**config.mk**
```make
export PLATFORM = sky130hd
export DESIGN_NAME = risc_fsm_controller_flat
export DESIGN_NICKNAME = d
export VERILOG_FILES = /design/src/rtl/risc_fsm_controller_if.sv /design/src/rtl/risc_fsm_controller.sv /design/src/flat_wrapper.sv
export SDC_FILE = /design/constraint.sdc
export NUM_CORES = 1
export LEC_CHECK = 0
export ABC_AREA = 1
export CAP_MARGIN = 20
export CORE_MARGIN = 1.5
export CORE_UTILIZATION = 55
export CTS_CLUSTER_DIAMETER = 120
export DETAILED_ROUTE_END_ITERATION = 10
export DONT_BUFFER_PORTS = 1
export GPL_ROUTABILITY_DRIVEN = 0
export PLACE_DENSITY_LB_ADDON = 0.08
export SLEW_MARGIN = 20
export SYNTH_ARGS = -nofsm -noshare
export SYNTH_HDL_FRONTEND = slang
export SYNTH_SLANG_ARGS = --single-unit
```
**constraint.sdc**
```tcl
create_clock -name clk -period 1.3 [get_ports clk]
set_input_delay 0.39 -clock clk [delete_from_list [all_inputs] [get_ports clk]]
set_output_delay 0.39 -clock clk [all_outputs]
set_load 0.02 [all_outputs]
```
**src/rtl/risc_fsm_controller_if.sv**
```systemverilog
// risc_fsm_controller_if
// Bundles the start/decode inputs and the datapath control outputs of the
// RISC control FSM. Clock and reset stay outside as plain module ports.
//
// Signals:
//   s       start pulse, sampled only while the controller waits
//   opcode  instruction[15:13]
//   op      instruction[12:11]
//   w       ready (controller is in WAIT)
//   nsel    one-hot register select: 001 Rm, 010 Rd, 100 Rn, 000 none
//   vsel    write-back source: 00 datapath C, 10 sximm8
//   loada/loadb/loadc/loads  datapath register enables
//   asel    ALU A operand forced to zero
//   bsel    ALU B operand sximm5 select (unused by this controller, held 0)
//   write   register-file write enable
//   err     sticky illegal-instruction flag
//
// Modports: master = instruction source / datapath side, slave = controller.
interface risc_fsm_controller_if;
  logic       s;
  logic [2:0] opcode;
  logic [1:0] op;
  logic       w;
  logic [2:0] nsel;
  logic [1:0] vsel;
  logic       loada;
  logic       loadb;
  logic       loadc;
  logic       loads;
  logic       asel;
  logic       bsel;
  logic       write;
  logic       err;

  modport master (
    output s, opcode, op,
    input  w, nsel, vsel, loada, loadb, loadc, loads, asel, bsel, write, err
  );

  modport slave (
    input  s, opcode, op,
    output w, nsel, vsel, loada, loadb, loadc, loads, asel, bsel, write, err
  );
endinterface

```
**src/rtl/risc_fsm_controller.sv**
```systemverilog
// risc_fsm_controller
// Moore control FSM for a small RISC datapath. In WAIT it latches the
// instruction's opcode/op on a start pulse, then sequences the datapath
// through operand fetch, ALU and write-back. Unknown instructions set a
// sticky err flag and return straight to WAIT.
//
// Ports:
//   clk    rising-edge clock
//   reset  asynchronous active-high reset (forces WAIT, clears all controls)
//   bus    risc_fsm_controller_if.slave: s/opcode/op in, control outputs out
//
// Every output is a register loaded with the value belonging to the state
// being entered, so outputs change only on clk or reset and never glitch.
module risc_fsm_controller (
  input  logic                        clk,
  input  logic                        reset,
  risc_fsm_controller_if.slave        bus
);

  typedef enum logic [2:0] {
    S_WAIT,
    S_DECODE,
    S_GET_A,
    S_GET_B,
    S_ALU,
    S_WRITE_REG,
    S_WRITE_IMM
  } state_t;

  state_t     r_state;
  state_t     w_state_next;

  logic [2:0] r_opcode;
  logic [1:0] r_op;

  logic       r_w;
  logic [2:0] r_nsel;
  logic [1:0] r_vsel;
  logic       r_loada;
  logic       r_loadb;
  logic       r_loadc;
  logic       r_loads;
  logic       r_asel;
  logic       r_bsel;
  logic       r_write;
  logic       r_err;

  // Instruction classes, decoded only from the latched copy so that input
  // activity after the start edge cannot steer the sequence.
  logic w_mov_imm;
  logic w_mov_reg;
  logic w_mvn;
  logic w_add_and;
  logic w_cmp;
  logic w_latched_legal;
  logic w_start;

  function automatic logic f_is_legal(input logic [2:0] opc, input logic [1:0] o);
    logic legal;
    case ({opc, o})
      5'b110_10, 5'b110_00, 5'b101_11,
      5'b101_00, 5'b101_01, 5'b101_10: legal = 1'b1;
      default:                          legal = 1'b0;
    endcase
    return legal;
  endfunction

  assign w_mov_imm       = (r_opcode == 3'b110) && (r_op == 2'b10);
  assign w_mov_reg       = (r_opcode == 3'b110) && (r_op == 2'b00);
  assign w_mvn           = (r_opcode == 3'b101) && (r_op == 2'b11);
  assign w_add_and       = (r_opcode == 3'b101) && ((r_op == 2'b00) || (r_op == 2'b10));
  assign w_cmp           = (r_opcode == 3'b101) && (r_op == 2'b01);
  assign w_latched_legal = f_is_legal(r_opcode, r_op);
  assign w_start         = (r_state == S_WAIT) && bus.s;

  always_comb begin
    w_state_next = r_state;
    case (r_state)
      S_WAIT:      if (bus.s) w_state_next = S_DECODE;
      S_DECODE: begin
        if (w_mov_imm)                  w_state_next = S_WRITE_IMM;
        else if (w_mov_reg || w_mvn)    w_state_next = S_GET_B;
        else if (w_add_and || w_cmp)    w_state_next = S_GET_A;
        else                            w_state_next = S_WAIT;
      end
      S_GET_A:     w_state_next = S_GET_B;
      S_GET_B:     w_state_next = S_ALU;
      S_ALU:       w_state_next = w_cmp ? S_WAIT : S_WRITE_REG;
      S_WRITE_REG: w_state_next = S_WAIT;
      S_WRITE_IMM: w_state_next = S_WAIT;
      default:     w_state_next = S_WAIT;
    endcase
  end

  always_ff @(posedge clk or posedge reset) begin
    if (reset) begin
      r_state  <= S_WAIT;
      r_opcode <= 3'b000;
      r_op     <= 2'b00;
      r_w      <= 1'b1;
      r_nsel   <= 3'b000;
      r_vsel   <= 2'b00;
      r_loada  <= 1'b0;
      r_loadb  <= 1'b0;
      r_loadc  <= 1'b0;
      r_loads  <= 1'b0;
      r_asel   <= 1'b0;
      r_bsel   <= 1'b0;
      r_write  <= 1'b0;
      r_err    <= 1'b0;
    end else begin
      r_state <= w_state_next;

      if (w_start) begin
        r_opcode <= bus.opcode;
        r_op     <= bus.op;
        // A legal instruction clears the flag as soon as it is accepted;
        // an illegal one leaves it alone until DECODE sets it.
        if (f_is_legal(bus.opcode, bus.op)) r_err <= 1'b0;
      end

      if ((r_state == S_DECODE) && !w_latched_legal) r_err <= 1'b1;

      // Load the Moore outputs of the state being entered.
      r_w     <= 1'b0;
      r_nsel  <= 3'b000;
      r_vsel  <= 2'b00;
      r_loada <= 1'b0;
      r_loadb <= 1'b0;
      r_loadc <= 1'b0;
      r_loads <= 1'b0;
      r_asel  <= 1'b0;
      r_bsel  <= 1'b0;
      r_write <= 1'b0;
      case (w_state_next)
        S_WAIT:      r_w <= 1'b1;
        S_GET_A: begin
          r_nsel  <= 3'b100;
          r_loada <= 1'b1;
        end
        S_GET_B: begin
          r_nsel  <= 3'b001;
          r_loadb <= 1'b1;
        end
        S_ALU: begin
          // CMP only updates status; moves pass B through with A forced to 0.
          if (w_cmp) begin
            r_loads <= 1'b1;
          end else begin
            r_loadc <= 1'b1;
            r_asel  <= w_mov_reg || w_mvn;
          end
        end
        S_WRITE_REG: begin
          r_nsel  <= 3'b010;
          r_vsel  <= 2'b00;
          r_write <= 1'b1;
        end
        S_WRITE_IMM: begin
          r_nsel  <= 3'b100;
          r_vsel  <= 2'b10;
          r_write <= 1'b1;
        end
        default: ;
      endcase
    end
  end

  assign bus.w     = r_w;
  assign bus.nsel  = r_nsel;
  assign bus.vsel  = r_vsel;
  assign bus.loada = r_loada;
  assign bus.loadb = r_loadb;
  assign bus.loadc = r_loadc;
  assign bus.loads = r_loads;
  assign bus.asel  = r_asel;
  assign bus.bsel  = r_bsel;
  assign bus.write = r_write;
  assign bus.err   = r_err;

endmodule

```
**src/flat_wrapper.sv**
```systemverilog
// flat-port wrapper written by rule: the top's interface ports become plain ports
module risc_fsm_controller_flat 
  (clk, reset, bus_s, bus_opcode, bus_op, bus_w, bus_nsel, bus_vsel, bus_loada, bus_loadb, bus_loadc, bus_loads, bus_asel, bus_bsel, bus_write, bus_err);
  risc_fsm_controller_if bus_i ();
  input  logic clk;
  input  logic reset;
  input wire logic [$bits(bus_i.s)-1:0] bus_s;
  input wire logic [$bits(bus_i.opcode)-1:0] bus_opcode;
  input wire logic [$bits(bus_i.op)-1:0] bus_op;
  output wire logic [$bits(bus_i.w)-1:0] bus_w;
  output wire logic [$bits(bus_i.nsel)-1:0] bus_nsel;
  output wire logic [$bits(bus_i.vsel)-1:0] bus_vsel;
  output wire logic [$bits(bus_i.loada)-1:0] bus_loada;
  output wire logic [$bits(bus_i.loadb)-1:0] bus_loadb;
  output wire logic [$bits(bus_i.loadc)-1:0] bus_loadc;
  output wire logic [$bits(bus_i.loads)-1:0] bus_loads;
  output wire logic [$bits(bus_i.asel)-1:0] bus_asel;
  output wire logic [$bits(bus_i.bsel)-1:0] bus_bsel;
  output wire logic [$bits(bus_i.write)-1:0] bus_write;
  output wire logic [$bits(bus_i.err)-1:0] bus_err;
  assign bus_i.s = bus_s;
  assign bus_i.opcode = bus_opcode;
  assign bus_i.op = bus_op;
  assign bus_w = bus_i.w;
  assign bus_nsel = bus_i.nsel;
  assign bus_vsel = bus_i.vsel;
  assign bus_loada = bus_i.loada;
  assign bus_loadb = bus_i.loadb;
  assign bus_loadc = bus_i.loadc;
  assign bus_loads = bus_i.loads;
  assign bus_asel = bus_i.asel;
  assign bus_bsel = bus_i.bsel;
  assign bus_write = bus_i.write;
  assign bus_err = bus_i.err;
  risc_fsm_controller u_core (.clk(clk), .reset(reset), .bus(bus_i));
endmodule
```
==> impl_results.md <==
* Post-synthesis mux area share at 0
* Fin crit share at 0.992
* Min Clock Period, post-route at around 1.3 ns
* Placed inst area at ~910 sq um
* Seq cells post-synth at 20
* Fmax at 775 MHz
* Post-synthesis cell area at slightly below 900 sq um
* Most common cell in the netlist: nand2_1
* WL/cell at 11.5 um
* Yosys top cell area share at 0.534
* Synth area leader: dfrtp_1
* Clock Pin Slew Worst Setup and Hold Paths at 0.11 ns
* P&R area growth vs syn at 10.3%
* CORE AREA at between 1500 and 2000 sq um
* Nets at between 100 and 150
* CP max FO at 1
* Design area at just under 1000 sq um
* Gr busiest metal: met2
* Number of H-tree branching levels at 1
* Die area at between 1500 and 2000 sq um
* CP arrival at around 0.9 ns
* Routing usage on met1 at 0.213
* Static Leak at approximately 0.53 nW
* GR Layer Usage met2 at 0.272
* Worst hold path cell count at 2
* Total negative slack at 0 ns
* First-pass GRT wire length at 2330 um
* Worst EP required at 0.91 ns
* Tot GR Track Use at 0.173
* Post-synthesis cell type count at 19
* Post-route DRC at 0
* I/O Buffers at 0
* Rows at 14
* Die width at 43.2 um
* Reg2reg setup slack at 0.12 ns
* Max VDD drop at between 1 and 1.5 mV
* Crit end category: output port
* Critical path class: register to output port
* Synth Area in Compound Gates at 0.0548
* Fraction of registers with async set/reset at 1.00
* R2r endpoint: u_core.bus.loada
* Clock sinks at 20
* Clk_skew at 0.00507 ns
* Max-cap viol count at 0
* Layout cell share with drive strength beyond 1 at 0.235
* Vias in the first global route at around 560
* Total CTS buffers at 3
* Die Height at approximately 43 um
* Largest net degree at the start of global routing at 21
* Area share of fa/ha/maj cells after synthesis at 0
* Starting density of the core at 0.591
* Multi-input gate area at 328 sq um
* Post-DP HPWL at 1020 um
* Post-synth top cells: nand2_1, dfrtp_1, inv_1
* Final setup viols at 0
* Power per cell area at around 2300 nW/um^2
* # fillers at ~120
* EDFF count, synth at 0
* Post-synthesis sequential area ratio at 0.563
* Power, Total at roughly 2.2 mW
* Placed Cells at roughly 110
* Syn Area/Cell at ~9.3 sq um
* XOR/XNOR share of the synthesized area at 0
* Drt total wl at ~1400 um
* Number of diodes at 0
* Reg2Reg Depth at 5
* Non-Filler Instances at roughly 120
* Fin. Hold Viols at 0
* Max Buffers Root-to-Sink at 2
* Clock latency on the worst-skew pair at 0.29 ns
* Post-synthesis cell count at 96
* GRT Residual Overflow at 0
* Hold_ws at between 0.2 and 0.25 ns
* Initial DRC count at 13
* Initial antenna violation count at 0
* Root Buffer: clkbuf_4
* Via count at 613
* Status: complete, no violations
* Top Ports at 22
* Antenna-violating nets left at 0
* Simple-gate share of the synthesized area at 0.302
* Met3 GRT Util at 0.0383
* Primary FF master, synth: dfrtp_1
* Postcts setup bufs at 0
* DR vias/cell at 5.19
* Area contributors post-synth: dfrtp_1, nand2_1, inv_1
* Largest family of logic cells by synthesized area: simple AND/OR/NAND/NOR gates
* Synth warn at 0
* RSZ-0062 raised after global routing: true
* HP Start: bus_op[1]
* Worst Hold Path EP: u_core.r_op[1]
* CTS tree: yes
* Max-slew violation count at 0
* Startpoint types: register
* Hold Path Class: primary input to register
* Reg area at 504 sq um
* R2R Path Start: u_core.r_state[2]
* First-pass iteration count of the detailed router at 4
## how the worst max path moves through the flow
stage                 startpoint                to  cells after the start
5_1_grt             u_core.bus.w             bus_w                      0
6_report            u_core.bus.w             bus_w                      0
3_3_place_gp   u_core.r_state[1]  u_core.bus.loada                      5
4_1_cts             u_core.bus.w             bus_w                      0
3_5_place_dp   u_core.r_state[1]    u_core.bus.err                      6
2_1_floorplan  u_core.r_state[1]    u_core.bus.err                      6
## cell families (layout without fill, tap and decap cells)
group           count (synthesis)  after routing
compound gates                  9              9
buf+inv                        16             21
flops                          20             20
other cells                     1              2
simple gates                   50             50
## worst register-to-register path: stages, from the launching register on
cell and delay, ns:
dfrtp_1 0.48, nor3_4 0.28, nand2_1 0.10, nand2_2 0.10, nand3_2 0.08, nor2_2 0.08
## stage by stage
step	util	setup slack [ns]
3_3_place_gp	0.607	0.127
5_1_grt	0.652	-0.0188
2_1_floorplan	-	0.143
4_1_cts	0.649	0.00211
6_report	0.652	0.0102
3_5_place_dp	0.607	0.0869
## flip-flops by register name (all words and copies together) (netlist names), 2 cells and up
signal,flops
u_core.bus.nsel,3
u_core.r_opcode,3
u_core.r_state,3
u_core.r_op,2
## report_power, final
| part | total, mW | switching (mW) | leakage, nW | internal [mW] |
|---|---|---|---|---|
| Sequential | 1.11 | 0.278 | 0.257 | 0.828 |
| Clock | 0.491 | 0.179 | 0.0279 | 0.312 |
| Combinational | 0.640 | 0.402 | 0.250 | 0.239 |
## final cells by class
class                   instances  area share
flip-flops and latches         20       0.513
repair buffers                  3      0.0255
clock buffers                   3      0.0229
clock inverters                 1      0.0306
multi-input cells              61       0.334
well taps                      16      0.0204
inverters                      14      0.0535
## layer usage
metal / routed length (um) / vias up
li1: - / 301
met1: 610 / 289
met2: 652 / 19
met3: 51 / 4
met4: 37 / 0
met5: 0 / -
## placed cells by master (no fill, tap or decap)
master | Yosys | final
inv_2 | 1 | 1
dfrtp_1 | 19 | 17
o21ai_0 | 6 | 5
conb_1 | 1 | 2
nand2_2 | 4 | 5
bufinv_16 | 0 | 1
inv_1 | 13 | 13
nor2_1 | 7 | 7
nand3_4 | 1 | 1
nand2_1 | 28 | 27
nor2_4 | 1 | 1
nor3_2 | 2 | 2
a21oi_1 | 2 | 2
buf_4 | 2 | 2
clkbuf_4 | 0 | 3
nor2_2 | 1 | 1
a21oi_2 | 1 | 1
dfstp_2 | 1 | 1
dlygate4sd3_1 | 0 | 1
nand3_1 | 3 | 3
dfrtp_2 | 0 | 2
o21ai_1 | 0 | 1
nand3_2 | 1 | 1
nor3_4 | 2 | 2
## timing repair
action | 4_1_cts | 5_1_grt
hold buffers | 1 | 0
hold endpoints to repair | 19 | 0
endpoints found under the setup margin | 0 | 5
gates resized for setup | 0 | 4
No activity file was read; power rests on OpenSTA's default activity.
